<file path="config.mk">
export PLATFORM = sky130hd
export DESIGN_NAME = mux8_rr_arbiter
export DESIGN_NICKNAME = d
export VERILOG_FILES = /design/src/rtl/mux8_rr_arbiter.sv
export SDC_FILE = /design/constraint.sdc
export NUM_CORES = 1
export LEC_CHECK = 0
export ABC_AREA = 1
export BUFFER_PORTS_ARGS = -buffer_cell sky130_fd_sc_hd__buf_4
export CORE_AREA = 2 2 233 235
export DETAILED_ROUTE_END_ITERATION = 7
export DIE_AREA = 0 0 235 237
export PLACE_DENSITY = 0.46
export RECOVER_POWER = 25
export SLEW_MARGIN = 15
export SYNTH_ARGS = -nofsm -noshare
export SYNTH_HDL_FRONTEND = slang
export SYNTH_SLANG_ARGS = --single-unit
</file>
<file path="constraint.sdc">
create_clock -name clk -period 9.8 [get_ports clk]
set_clock_uncertainty 0.05 [all_clocks]
set_input_delay 0.49 -clock clk [delete_from_list [all_inputs] [get_ports clk]]
set_output_delay 0.49 -clock clk [all_outputs]
set_load 0.1 [all_outputs]
</file>
<file path="src/rtl/mux8_rr_arbiter.sv">
// Round-robin arbiter feeding an 8:1 word mux into a valid/ready output register.
// Optional burst locking is enabled by defining MUX8_ARB_LOCK_EN.

module testmux8 #(
  parameter int unsigned N = 64
) (
  input  logic [2:0]   s,
  input  logic [N-1:0] d0,
  input  logic [N-1:0] d1,
  input  logic [N-1:0] d2,
  input  logic [N-1:0] d3,
  input  logic [N-1:0] d4,
  input  logic [N-1:0] d5,
  input  logic [N-1:0] d6,
  input  logic [N-1:0] d7,
  output logic [N-1:0] y
);
  always_comb begin
    unique case (s)
      3'd0: y = d0;
      3'd1: y = d1;
      3'd2: y = d2;
      3'd3: y = d3;
      3'd4: y = d4;
      3'd5: y = d5;
      3'd6: y = d6;
      default: y = d7;
    endcase
  end
endmodule

module mux8_rr_arbiter #(
  parameter int unsigned N         = 64,
  parameter int unsigned BURST_MAX = 4
) (
  input  logic         clk,
  input  logic         reset,
  input  logic [7:0]   req,
  input  logic [N-1:0] d0,
  input  logic [N-1:0] d1,
  input  logic [N-1:0] d2,
  input  logic [N-1:0] d3,
  input  logic [N-1:0] d4,
  input  logic [N-1:0] d5,
  input  logic [N-1:0] d6,
  input  logic [N-1:0] d7,
`ifdef MUX8_ARB_LOCK_EN
  input  logic [7:0]   lock,
`endif
  output logic [7:0]   grant,
  output logic [2:0]   s,
  output logic [N-1:0] y,
  output logic         out_valid,
  input  logic         out_ready
);
  localparam int unsigned CNT_W = 4;

  if (BURST_MAX < 1 || BURST_MAX > 15) begin : g_bad_burst
    $error("BURST_MAX out of range 1..15");
  end

  typedef enum logic {EMPTY, FULL} state_t;

  state_t       state, state_nxt;
  logic [2:0]   ptr;
  logic [2:0]   s_nxt;
  logic         found;
  logic         cap;
  logic         any_req;
  logic [N-1:0] mux_y;
`ifdef MUX8_ARB_LOCK_EN
  logic [CNT_W-1:0] cnt;
  logic [CNT_W-1:0] cnt_inc;
`endif

  assign any_req   = |req;
  assign out_valid = (state == FULL);
  assign cap       = any_req && (!out_valid || out_ready);

  always_ff @(posedge clk) begin
    if (reset) state <= EMPTY;
    else       state <= state_nxt;
  end

  always_comb begin
    state_nxt = state;
    case (state)
      EMPTY:   if (cap) state_nxt = FULL;
      FULL:    if (out_ready && !any_req) state_nxt = EMPTY;
      default: state_nxt = EMPTY;
    endcase
  end

  // Winner scan from ptr upward with wrap; also drives the one-hot grant.
  always_comb begin
    s_nxt = ptr;
    found = 1'b0;
    grant = 8'd0;
    for (int i = 0; i < 8; i++) begin
      if (!found && req[3'(ptr + 3'(i))]) begin
        s_nxt = 3'(ptr + 3'(i));
        found = 1'b1;
      end
    end
    if (cap && !reset) grant[s_nxt] = 1'b1;
  end

`ifdef MUX8_ARB_LOCK_EN
  // Burst length restarts whenever the winner differs from the last captured index.
  always_comb begin
    cnt_inc = CNT_W'(((s_nxt == s) ? cnt : CNT_W'(0)) + CNT_W'(1));
  end
`endif

  testmux8 #(.N(N)) u_mux (
    .s (s_nxt),
    .d0(d0), .d1(d1), .d2(d2), .d3(d3),
    .d4(d4), .d5(d5), .d6(d6), .d7(d7),
    .y (mux_y)
  );

  always_ff @(posedge clk) begin
    if (reset) begin
      y   <= '0;
      s   <= 3'd0;
      ptr <= 3'd0;
`ifdef MUX8_ARB_LOCK_EN
      cnt <= '0;
`endif
    end else if (cap) begin
      y <= mux_y;
      s <= s_nxt;
`ifdef MUX8_ARB_LOCK_EN
      if (lock[s_nxt] && (cnt_inc < CNT_W'(BURST_MAX))) begin
        ptr <= s_nxt;
        cnt <= cnt_inc;
      end else begin
        ptr <= 3'(s_nxt + 3'd1);
        cnt <= '0;
      end
`else
      ptr <= 3'(s_nxt + 3'd1);
`endif
    end
  end
endmodule

</file>
==> flow_summary.json <==
{
  "status": "complete, no violations",
  "worstHoldPathCells": 2,
  "netlist_instances": 1566,
  "timing.rr.end": "y[58]$_SDFFE_PP0P_",
  "ys.flop_type": "dfxtp_1",
  "grt_setup_unrepaired": "false",
  "r2r.worst_path.cells": 22,
  "yosysTopAreaCell": "nand3_1",
  "syn_avg_cell_area_um2": 5.233,
  "drc": 0,
  "hp-class": "input pin to flop",
  "drive_above_1_share": 0.3033,
  "path_clk_slew_ps": 70,
  "synth_nets": 2091,
  "hold_buffers": 0,
  "final.setup.tns_ps": 0,
  "dpl.hpwl_um": 40140,
  "setup_viol": 0,
  "synth_cell_types": 31,
  "gp_congestion": 0.8977,
  "r2r_slack_ps": 4240,
  "arrival_ps": 5720,
  "core_um2": 53280,
  "fin_crit_sh": 0.6392,
  "grt_max_degree": 102,
  "cts_root_buf": "clkbuf_16",
  "synth_top_family_by_area": "simple AND/OR/NAND/NOR gates",
  "dp_cells": 2744,
  "end_kind": "primary output",
  "hold-worst-slack_ps": 302.3,
  "io_pins": 599,
  "grt_pass1_vias": 12460,
  "hold_violations": 0,
  "synthSimpleGateAreaFrac": 0.6454,
  "wirelength_um": 53590,
  "rr_startpoint": "ptr[0]$_SDFFE_PP0P_",
  "finalNetCount": 2584,
  "post_cts_buffers": 0,
  "initial_core_util": 0.1538,
  "grt_first_pass_wirelength_um": 77780,
  "min_to": "s[0]$_SDFFE_PP0P_",
  "maxSlewHeadroom": 0.1576,
  "rows": 85,
  "synth-async-reset-ratio": 0,
  "synth-xor-area-share": 0.001069,
  "cts_buffers": 9,
  "yosysMostFrequentCell": "nand3_1",
  "synth_compound_area_frac": 0.05207,
  "critPathKind": "flop to primary output",
  "yosys.area_share.adder": 0.003054,
  "final_cells": 2762,
  "cap_violations": 0,
  "synth_top_cells_by_area": "nand3_1, dfxtp_1, nand2_1",
  "clock_path_buffers": 2,
  "grt_usage": 0.1836,
  "avgViaCountPerCell": 4.641,
  "wire_per_inst_um": 19.40,
  "clkSinkCount": 71,
  "drt_iter0_markers": 753,
  "seq_area_frac_synth": 0.1735,
  "cts_resized": 0,
  "cts_tree": "built",
  "io_buffers": 598,
  "grt_antenna_before_repair": 2,
  "grt_overflow": 0,
  "min_from": "reset",
  "num_vias": 12820,
  "clock_latency_ps": 370,
  "synth.area.mux_share": 0,
  "yosys_warnings": 0,
  "tightest_slew_ps": 1269,
  "start_kind": "flop",
  "dr.pass1.iters": 5,
  "worst-path-max-fanout": 101,
  "ys_top_cells_by_count": "nand3_1, nand2_1, nor2_1",
  "required_ps": 9260,
  "layout_min_cycle_time_ps": 6265,
  "htree_levels": 3,
  "slew_viol_final": 0,
  "ant_nets": 0,
  "die-area_um2": 55700,
  "fp.dieH_um": 237,
  "max_clock_freq_mhz": 159.6,
  "die_width_um": 235,
  "synth_area_um2": 8194,
  "ys_seq_elements": 71,
  "synth_top_area_share": 0.2211,
  "area_delta_synth_final_pct": 61.93,
  "synth_edf_count": 0
}
how the worst max path moves through the flow:
stage	from	endpoint	slack (ps)	cells after the start
floorplan	ptr[0]$_SDFFE_PP0P_	grant[1]	3920	20
global placement	ptr[0]$_SDFFE_PP0P_	grant[1]	3940	20
detailed placement	ptr[0]$_SDFFE_PP0P_	grant[4]	3890	19
CTS	ptr[0]$_SDFFE_PP0P_	grant[4]	3460	19
global route	ptr[0]$_SDFFE_PP0P_	grant[4]	3060	22
finish	ptr[0]$_SDFFE_PP0P_	grant[4]	3540	19
logic make-up (layout without fill, tap and decap cells):
| kind of cell | after synthesis | count (layout) |
|---|---|---|
| simple gates | 1189 | 1189 |
| buf+inv | 225 | 723 |
| fa+ha+maj | 2 | 2 |
| xor+xnor | 1 | 1 |
| compound gates | 78 | 78 |
| flops | 71 | 71 |
| other cells | 0 | 2 |
through the flow:
stage,area (um2),setup slack [ps],util
floorplan,8194,3923,-
global placement,13080,3943,0.2454
detailed placement,13080,3885,0.2454
CTS,13400,3461,0.2515
global route,13270,3062,0.2490
finish,13270,3535,0.2490
worst max-delay path, cell delays in order (launching register included):
cell,delay (ps)
dfxtp_1,670
inv_2,230
ha_1,500
inv_1,190
nand3_1,150
nand3_1,80
nand2_1,160
nor2_1,90
nand4_1,90
nor2_2,50
nand3_1,140
clkinv_1,150
nor2_1,330
nand2_4,60
buf_4,340
nand2_8,490
buf_4,860
nand2_1,190
nor2_1,150
buf_4,310
state kept, by name (all words and copies together), names as in the netlist:
register,cells
s,3
ptr,3
y,64
out_valid,1
area by class of cell:
| class | instances | area, um2 |
|---|---|---|
| Fill cell | 6117 | 40010 |
| Multi-Input combinational cell | 1270 | 5811 |
| Timing Repair Buffer | 617 | 4497 |
| Sequential cell | 71 | 1421 |
| Tap cell | 696 | 870.8 |
| Inverter | 90 | 340.3 |
| Clock buffer | 11 | 242.7 |
| Clock inverter | 5 | 81.33 |
| Antenna cell | 2 | 5.005 |
placed cells by master, fill, tap and decap left out:
cell        count
buf_4         581
nand3_1       362
nand2_1       339
nor2_1        338
nand4_1       132
inv_1          76
dfxtp_1        71
o21ai_0        66
clkbuf_1       37
inv_2          12
clkbuf_16       9
nand2_2         4
a21oi_1         3
nor4_1          3
nand2_4         3
nor2_4          3
diode_2         2
o211ai_1        2
nor2_2          2
a21oi_4         2
ha_1            2
bufinv_16       2
o31ai_1         1
a31oi_1         1
inv_4           1
xor2_1          1
o21bai_2        1
o21ai_1         1
clkinv_1        1
nand3b_1        1
nand2_8         1
a21boi_4        1
nor3_1          1
clkinv_2        1
clkinvlp_4      1
clkinv_4        1
clkbuf_8        1
routing by layer:
metal	track usage	routed length, um	part of all wire	vias up
li1	-	-	-	6204
met1	0.2218	21990	0.41	5905
met2	0.3010	24940	0.47	629
met3	0.05059	4447	0.083	81
met4	0.08707	2220	0.041	0
met5	0	0	0	-
Power is not shown: default switching activity piles up to over one toggle a cycle in this logic, so the estimate is an artifact.
